--- src/rtl/rf_writeback_unit_if.sv ---
// Bundle of the writeback unit's upstream, memory-return and regfile-write signals.
// The unit uses the slave modport; the driving side uses master.
// Optional RF_WB_FORWARD_EN adds same-cycle read forwarding signals.
interface rf_writeback_unit_if #(
  parameter int ADDR_WIDTH = 5,
  parameter int DATA_WIDTH = 32
);
  logic                  i_valid;
  logic                  o_ready;
  logic [ADDR_WIDTH-1:0] i_rd;
  logic                  i_wen;
  logic                  i_is_load;
  logic [2:0]            i_funct3;
  logic [1:0]            i_addr_lo;
  logic [DATA_WIDTH-1:0] i_result;
  logic                  i_mem_rvalid;
  logic [DATA_WIDTH-1:0] i_mem_rdata;
  logic [ADDR_WIDTH-1:0] o_waddr;
  logic [DATA_WIDTH-1:0] o_wdata;
  logic                  o_wen;
  logic                  o_valid;
  logic                  o_pending;
  logic [ADDR_WIDTH-1:0] o_pending_rd;
`ifdef RF_WB_FORWARD_EN
  logic [ADDR_WIDTH-1:0] i_raddr1;
  logic [ADDR_WIDTH-1:0] i_raddr2;
  logic [DATA_WIDTH-1:0] o_rdata1_fwd;
  logic [DATA_WIDTH-1:0] o_rdata2_fwd;
  logic                  o_fwd_hit1;
  logic                  o_fwd_hit2;
`endif

  modport slave (
    input  i_valid, i_rd, i_wen, i_is_load, i_funct3, i_addr_lo, i_result,
           i_mem_rvalid, i_mem_rdata,
`ifdef RF_WB_FORWARD_EN
    input  i_raddr1, i_raddr2,
    output o_rdata1_fwd, o_rdata2_fwd, o_fwd_hit1, o_fwd_hit2,
`endif
    output o_ready, o_waddr, o_wdata, o_wen, o_valid, o_pending, o_pending_rd
  );

  modport master (
    output i_valid, i_rd, i_wen, i_is_load, i_funct3, i_addr_lo, i_result,
           i_mem_rvalid, i_mem_rdata,
`ifdef RF_WB_FORWARD_EN
    output i_raddr1, i_raddr2,
    input  o_rdata1_fwd, o_rdata2_fwd, o_fwd_hit1, o_fwd_hit2,
`endif
    input  o_ready, o_waddr, o_wdata, o_wen, o_valid, o_pending, o_pending_rd
  );
endinterface

--- src/rtl/rf_writeback_unit.sv ---
// Register-file writeback unit: ALU results retire one cycle after acceptance,
// loads park in WAIT_MEM until memory data returns, then are lane-extracted,
// extended and retired one cycle after i_mem_rvalid.
// Optional macro RF_WB_FORWARD_EN builds same-cycle read forwarding of the
// value being written this cycle.
module rf_writeback_unit #(
  parameter int ADDR_WIDTH = 5,
  parameter int DATA_WIDTH = 32
) (
  input logic                 i_clock,
  input logic                 i_reset_n,
  rf_writeback_unit_if.slave  bus
);

  typedef enum logic [0:0] {IDLE, WAIT_MEM} state_t;

  // Everything needed to finish a load once memory answers.
  typedef struct packed {
    logic [ADDR_WIDTH-1:0] rd;
    logic                  wen;
    logic [2:0]            f3;
    logic [1:0]            lo;
  } ld_t;

  state_t                state_q, state_d;
  ld_t                   ld_q, ld_d;
  logic                  pending_q, pending_d;
  logic                  valid_q, valid_d;
  logic                  wen_q, wen_d;
  logic [ADDR_WIDTH-1:0] waddr_q, waddr_d;
  logic [DATA_WIDTH-1:0] wdata_q, wdata_d;

  // Byte lane = addr_lo, half lane = addr_lo[1]; unknown funct3 passes the word.
  function automatic logic [DATA_WIDTH-1:0] fmt_load(
    input logic [2:0]            f3,
    input logic [1:0]            lo,
    input logic [DATA_WIDTH-1:0] w
  );
    logic [7:0]  b;
    logic [15:0] h;
    b = w[{lo, 3'b000} +: 8];
    h = lo[1] ? w[31:16] : w[15:0];
    case (f3)
      3'b000:  fmt_load = {{(DATA_WIDTH-8){b[7]}}, b};
      3'b001:  fmt_load = {{(DATA_WIDTH-16){h[15]}}, h};
      3'b100:  fmt_load = {{(DATA_WIDTH-8){1'b0}}, b};
      3'b101:  fmt_load = {{(DATA_WIDTH-16){1'b0}}, h};
      default: fmt_load = w;
    endcase
  endfunction

  // Next-state: accept in IDLE, retire ALU ops at once, loads on memory return.
  always_comb begin
    state_d   = state_q;
    ld_d      = ld_q;
    pending_d = pending_q;
    valid_d   = 1'b0;
    wen_d     = 1'b0;
    waddr_d   = waddr_q;
    wdata_d   = wdata_q;
    case (state_q)
      IDLE: begin
        if (bus.i_valid) begin
          if (bus.i_is_load) begin
            state_d   = WAIT_MEM;
            ld_d      = '{rd: bus.i_rd, wen: bus.i_wen, f3: bus.i_funct3, lo: bus.i_addr_lo};
            pending_d = 1'b1;
          end else begin
            valid_d = 1'b1;
            waddr_d = bus.i_rd;
            wdata_d = bus.i_result;
            wen_d   = bus.i_wen && (bus.i_rd != '0);
          end
        end
      end
      WAIT_MEM: begin
        if (bus.i_mem_rvalid) begin
          state_d   = IDLE;
          pending_d = 1'b0;
          valid_d   = 1'b1;
          waddr_d   = ld_q.rd;
          wdata_d   = fmt_load(ld_q.f3, ld_q.lo, bus.i_mem_rdata);
          wen_d     = ld_q.wen && (ld_q.rd != '0);
          ld_d      = '0;
        end
      end
      default: state_d = IDLE;
    endcase
  end

  // State and registered outputs; reset drops any load in flight.
  always_ff @(posedge i_clock or negedge i_reset_n) begin
    if (!i_reset_n) begin
      state_q   <= IDLE;
      ld_q      <= '0;
      pending_q <= 1'b0;
      valid_q   <= 1'b0;
      wen_q     <= 1'b0;
      waddr_q   <= '0;
      wdata_q   <= '0;
    end else begin
      state_q   <= state_d;
      ld_q      <= ld_d;
      pending_q <= pending_d;
      valid_q   <= valid_d;
      wen_q     <= wen_d;
      waddr_q   <= waddr_d;
      wdata_q   <= wdata_d;
    end
  end

  assign bus.o_ready      = (state_q == IDLE);
  assign bus.o_valid      = valid_q;
  assign bus.o_wen        = wen_q;
  assign bus.o_waddr      = waddr_q;
  assign bus.o_wdata      = wdata_q;
  assign bus.o_pending    = pending_q;
  assign bus.o_pending_rd = pending_q ? ld_q.rd : '0;

`ifdef RF_WB_FORWARD_EN
  // Forward the word the regfile is absorbing this cycle to its read ports.
  assign bus.o_fwd_hit1   = valid_q && wen_q && (bus.i_raddr1 == waddr_q);
  assign bus.o_fwd_hit2   = valid_q && wen_q && (bus.i_raddr2 == waddr_q);
  assign bus.o_rdata1_fwd = bus.o_fwd_hit1 ? wdata_q : '0;
  assign bus.o_rdata2_fwd = bus.o_fwd_hit2 ? wdata_q : '0;
`endif

endmodule

--- src/flat_wrapper.sv ---
// flat-port wrapper written by rule: the top's interface ports become plain ports
module rf_writeback_unit_flat 
#(
  parameter int ADDR_WIDTH = 5,
  parameter int DATA_WIDTH = 32
)
  (i_clock, i_reset_n, bus_i_valid, bus_i_rd, bus_i_wen, bus_i_is_load, bus_i_funct3, bus_i_addr_lo, bus_i_result, bus_i_mem_rvalid, bus_i_mem_rdata, bus_o_ready, bus_o_waddr, bus_o_wdata, bus_o_wen, bus_o_valid, bus_o_pending, bus_o_pending_rd);
  rf_writeback_unit_if #(.ADDR_WIDTH(ADDR_WIDTH), .DATA_WIDTH(DATA_WIDTH)) bus_i ();
  input logic i_clock;
  input logic i_reset_n;
  input wire logic [$bits(bus_i.i_valid)-1:0] bus_i_valid;
  input wire logic [$bits(bus_i.i_rd)-1:0] bus_i_rd;
  input wire logic [$bits(bus_i.i_wen)-1:0] bus_i_wen;
  input wire logic [$bits(bus_i.i_is_load)-1:0] bus_i_is_load;
  input wire logic [$bits(bus_i.i_funct3)-1:0] bus_i_funct3;
  input wire logic [$bits(bus_i.i_addr_lo)-1:0] bus_i_addr_lo;
  input wire logic [$bits(bus_i.i_result)-1:0] bus_i_result;
  input wire logic [$bits(bus_i.i_mem_rvalid)-1:0] bus_i_mem_rvalid;
  input wire logic [$bits(bus_i.i_mem_rdata)-1:0] bus_i_mem_rdata;
  output wire logic [$bits(bus_i.o_ready)-1:0] bus_o_ready;
  output wire logic [$bits(bus_i.o_waddr)-1:0] bus_o_waddr;
  output wire logic [$bits(bus_i.o_wdata)-1:0] bus_o_wdata;
  output wire logic [$bits(bus_i.o_wen)-1:0] bus_o_wen;
  output wire logic [$bits(bus_i.o_valid)-1:0] bus_o_valid;
  output wire logic [$bits(bus_i.o_pending)-1:0] bus_o_pending;
  output wire logic [$bits(bus_i.o_pending_rd)-1:0] bus_o_pending_rd;
  assign bus_i.i_valid = bus_i_valid;
  assign bus_i.i_rd = bus_i_rd;
  assign bus_i.i_wen = bus_i_wen;
  assign bus_i.i_is_load = bus_i_is_load;
  assign bus_i.i_funct3 = bus_i_funct3;
  assign bus_i.i_addr_lo = bus_i_addr_lo;
  assign bus_i.i_result = bus_i_result;
  assign bus_i.i_mem_rvalid = bus_i_mem_rvalid;
  assign bus_i.i_mem_rdata = bus_i_mem_rdata;
  assign bus_o_ready = bus_i.o_ready;
  assign bus_o_waddr = bus_i.o_waddr;
  assign bus_o_wdata = bus_i.o_wdata;
  assign bus_o_wen = bus_i.o_wen;
  assign bus_o_valid = bus_i.o_valid;
  assign bus_o_pending = bus_i.o_pending;
  assign bus_o_pending_rd = bus_i.o_pending_rd;
  rf_writeback_unit #(.ADDR_WIDTH(ADDR_WIDTH), .DATA_WIDTH(DATA_WIDTH)) u_core (.i_clock(i_clock), .i_reset_n(i_reset_n), .bus(bus_i));
endmodule
--- config.mk ---
export PLATFORM = sky130hd
export DESIGN_NAME = rf_writeback_unit_flat
export DESIGN_NICKNAME = d
export VERILOG_FILES = /design/src/rtl/rf_writeback_unit_if.sv /design/src/rtl/rf_writeback_unit.sv /design/src/flat_wrapper.sv
export SDC_FILE = /design/constraint.sdc
export NUM_CORES = 1
export LEC_CHECK = 0
export CAP_MARGIN = 20
export CELL_PAD_IN_SITES_DETAIL_PLACEMENT = 0
export CELL_PAD_IN_SITES_GLOBAL_PLACEMENT = 1
export CORE_ASPECT_RATIO = 1.2
export CORE_UTILIZATION = 28
export CTS_CLUSTER_DIAMETER = 40
export DETAILED_ROUTE_END_ITERATION = 10
export PLACE_DENSITY_LB_ADDON = 0.1
export SETUP_SLACK_MARGIN = 0.02
export SLEW_MARGIN = 20
export SYNTH_ARGS = -nofsm -noshare
export SYNTH_HDL_FRONTEND = slang
export SYNTH_SLANG_ARGS = --single-unit
--- constraint.sdc ---
create_clock -name i_clock -period 1.55 [get_ports i_clock]
set_input_delay 0.31 -clock i_clock [delete_from_list [all_inputs] [get_ports i_clock]]
set_output_delay 0.31 -clock i_clock [all_outputs]
set_load 0.02 [all_outputs]
==> flow_summary.yaml <==
routing:
  wl_per_cell_microns: 18.4
  drt-total-wl_mm: 11.3
  dr.pass1.iters: 4
  drt_iter0_drc: 141
  via_per_inst: 5.21
  ant_nets: 0
  vias: 3199
  drc: 0
sta:
  rsz0062_at_grt: "true"
  fin_skew_ns: 0.00579
  max_freq_mhz: 626
  fin_crit_ns: 1.60
  worst_slew_pin_slew_ns: 0.614
  finalSetupViolations: 15
  finalHoldViolCount: 0
  drv_slew: 0
  slew-limit-headroom_pct: 59.1
  final.period_utilization_pct: 103
  setup_slack_ns: -0.0464
synthesis:
  synth_cell_type_count: 38
  synth_common_cells: "55 x nand2_1, 52 x dfrtp_1, 28 x mux2i_1"
  ys_async_sr_fraction_pct: 100
  synth_nets: 408
  synth_top_cell_by_area: "dfrtp_1"
  synth-main-ff-cell: "dfrtp_1"
  yosys.area_share.simple_pct: 18.4
  yosysSeqAreaShare_pct: 43.8
  synthAdderAreaFrac_pct: 0
  yosys.area.top_type_share_pct: 43.8
  synthXorXnorAreaFrac_pct: 0
  synth-edff-count: 0
  synth_warnings: 0
  yosys-top-cells-area: "dfrtp_1 44%, mux2i_1 9.4%, nand2_1 7.0%"
  synth-compound-area-share_pct: 22.4
  syn_avg_cell_area_sq_um: 9.05
  synth_mux_area_share_pct: 10.6
  synth_top_family_by_area: "compound AO/OA/AOI/OAI gates"
  synthCells: 328
  synth-seq-cells: 52
  syn_area_sq_um: 2970
  synth_most_common_cell: "nand2_1"
pwr:
  leakage_uw: 0.00224
  peakVddDrop_v: 0.000489
  power_density_nw_per_um2: 1140
setup_path:
  crit_slowest_cell: "mux4_2"
  path_class: "flop to flop"
  worstPathMaxFanout: 15
  crit_chain: "mux4_2 > nor2b_4 > o211ai_4 > buf_12 > o211ai_1"
  worst_r2r_path_depth: 5
  cp_slowest_stage_delay_ns: 0.51
  start_kind: "flop"
  required_ns: 1.72
  reg2reg_slack_ns: -0.05
  critical_path.top_delay_family: "multiplexers"
  r2r_end: "u_core.bus.o_wdata[27]"
  crit_buf_inv: 1
  r2r-start: "u_core.ld_q[1]"
  endpoint_kind: "flop"
  arrival_ns: 1.77
floorplan:
  io_pins: 126
  die_y_microns: 115
  start_util_pct: 29.2
  die_w_microns: 96.0
  core.rowCount: 40
  dieArea_sq_um: 11000
  design.core.area_sq_um: 10200
layout:
  fillers: 998
  drive_gt1_share_pct: 19.1
  diodes: 0
  final_nets: 567
  syn_to_final_growth_pct: 68.4
  final_util_pct: 49.2
  fin_cells: 614
  final_area_sq_um: 5000
clock_tree:
  clk_latency_ns: 0.30
  clock_path_buffers: 2
  cts_buffers: 5
  cts_root_buffer: "clkbuf_16"
  htree_levels: 2
  cts_tree: "done"
  cts_hold_buf: 0
  cts.sinks: 52
  path_clk_slew_ns: 0.07
global_routing:
  track_usage_pct: 20.1
  grt_first_pass_wirelength_mm: 16.5
  first_global_vias: 3153
  grt_max_degree: 31
  overflow: 0
  antenna_found_initial: 0
status:
  violations: "setup timing"
  status: "finished, violations left"
flow_run:
  max-cap-violations: 0
placed_design:
  pre_cts_slack_ns: -0.518
  placement.io_buffers: 125
  routabilityCongestion: 0.789
  placed_cell_area_sq_um: 4710
  hpwl_mm: 8.14
  dp.cells: 602
hold_path:
  hold_path.class: "input port to async pin"
metrics by stage:
stage	hold slack [ns]	TNS, ns	power (uW)
2_1_floorplan	0.0144	-0.971	3200
3_3_place_gp	0.351	-13.01	4550
3_5_place_dp	0.355	-13.74	4570
4_1_cts	0.0359	-0.697	5670
5_1_grt	0.0664	-1.60	6060
6_report	0.0213	-0.503	5720
cells by family (layout without fill, tap and decap cells):
| family | Yosys count | after routing |
|---|---|---|
| compound gates | 95 | 95 |
| buf+inv | 31 | 191 |
| flops | 52 | 52 |
| mux | 30 | 30 |
| simple gates | 120 | 120 |
power breakdown:
group	leakage, uW	switching [uW]	internal, uW	total [uW]
registers	0.000630	233	1710	1940
clock network	0.0000808	527	762	1290
logic	0.00153	1340	1160	2490
total	0.00224	2100	3630	5720
registers in the layout, indices dropped and copies added (netlist names):
| signal | flops |
|---|---|
| u_core.bus.o_wdata | 32 |
| u_core.bus.o_waddr | 5 |
| u_core.state_q | 1 |
| u_core.bus.o_pending | 1 |
| u_core.ld_q | 11 |
| u_core.bus.o_valid | 1 |
| u_core.bus.o_wen | 1 |
worst max path at each step:
stage	cells after the start	slack, ns	from	to
2_1_floorplan	6	-0.09	u_core.ld_q[1]	u_core.bus.o_wdata[20]
3_3_place_gp	5	-0.53	bus_i_mem_rdata[23]	u_core.bus.o_wdata[26]
3_5_place_dp	5	-0.52	bus_i_mem_rdata[7]	u_core.bus.o_wdata[26]
4_1_cts	5	-0.06	u_core.ld_q[1]	u_core.bus.o_wdata[31]
5_1_grt	5	-0.11	u_core.ld_q[1]	u_core.bus.o_wdata[18]
6_report	5	-0.05	u_core.ld_q[1]	u_core.bus.o_wdata[27]
layout make-up:
cell class,instances,area (sq um),area share [%]
repair buffers,179,1740,34.7
flip-flops and latches,52,1300,26.0
multi-input cells,245,1630,32.5
clock inverters,2,35.0,0.701
well taps,126,158,3.15
inverters,4,15.0,0.300
clock buffers,6,129,2.58
cells in the final DEF, fill, tap and decap left out, types with 7 or more instances in the layout:
master	n
clkdlybuf4s50_1	73
dfrtp_1	51
nand2_1	48
dlygate4sd2_1	45
buf_4	41
nand3_1	26
mux2i_1	24
o211ai_1	17
nor2_1	17
o21ai_0	13
o21ai_1	12
a31oi_1	12
a21oi_1	8
nand2_2	7
a311o_1	7
clkbuf_16	7
buf_12	7
per-layer routing:
layer | routed length [microns] | share of wire [%] | track usage, % | up-vias
li1 | - | - | - | 1533
met1 | 5070 | 45 | 27.0 | 1563
met2 | 5520 | 49 | 33.0 | 93
met3 | 559 | 5.0 | 3.84 | 10
met4 | 115 | 1.0 | 5.17 | 0
met5 | 0 | 0 | 0 | -
what timing repair did:
item                                   CTS  global route
resized for setup                       66            43
pin swaps                                3            20
endpoints found under the hold margin    0             0
setup endpoints to repair               77            35
cloned                                   1             2
buffers inserted                         1             0
Note: power is estimated with default switching activity, not from simulation.
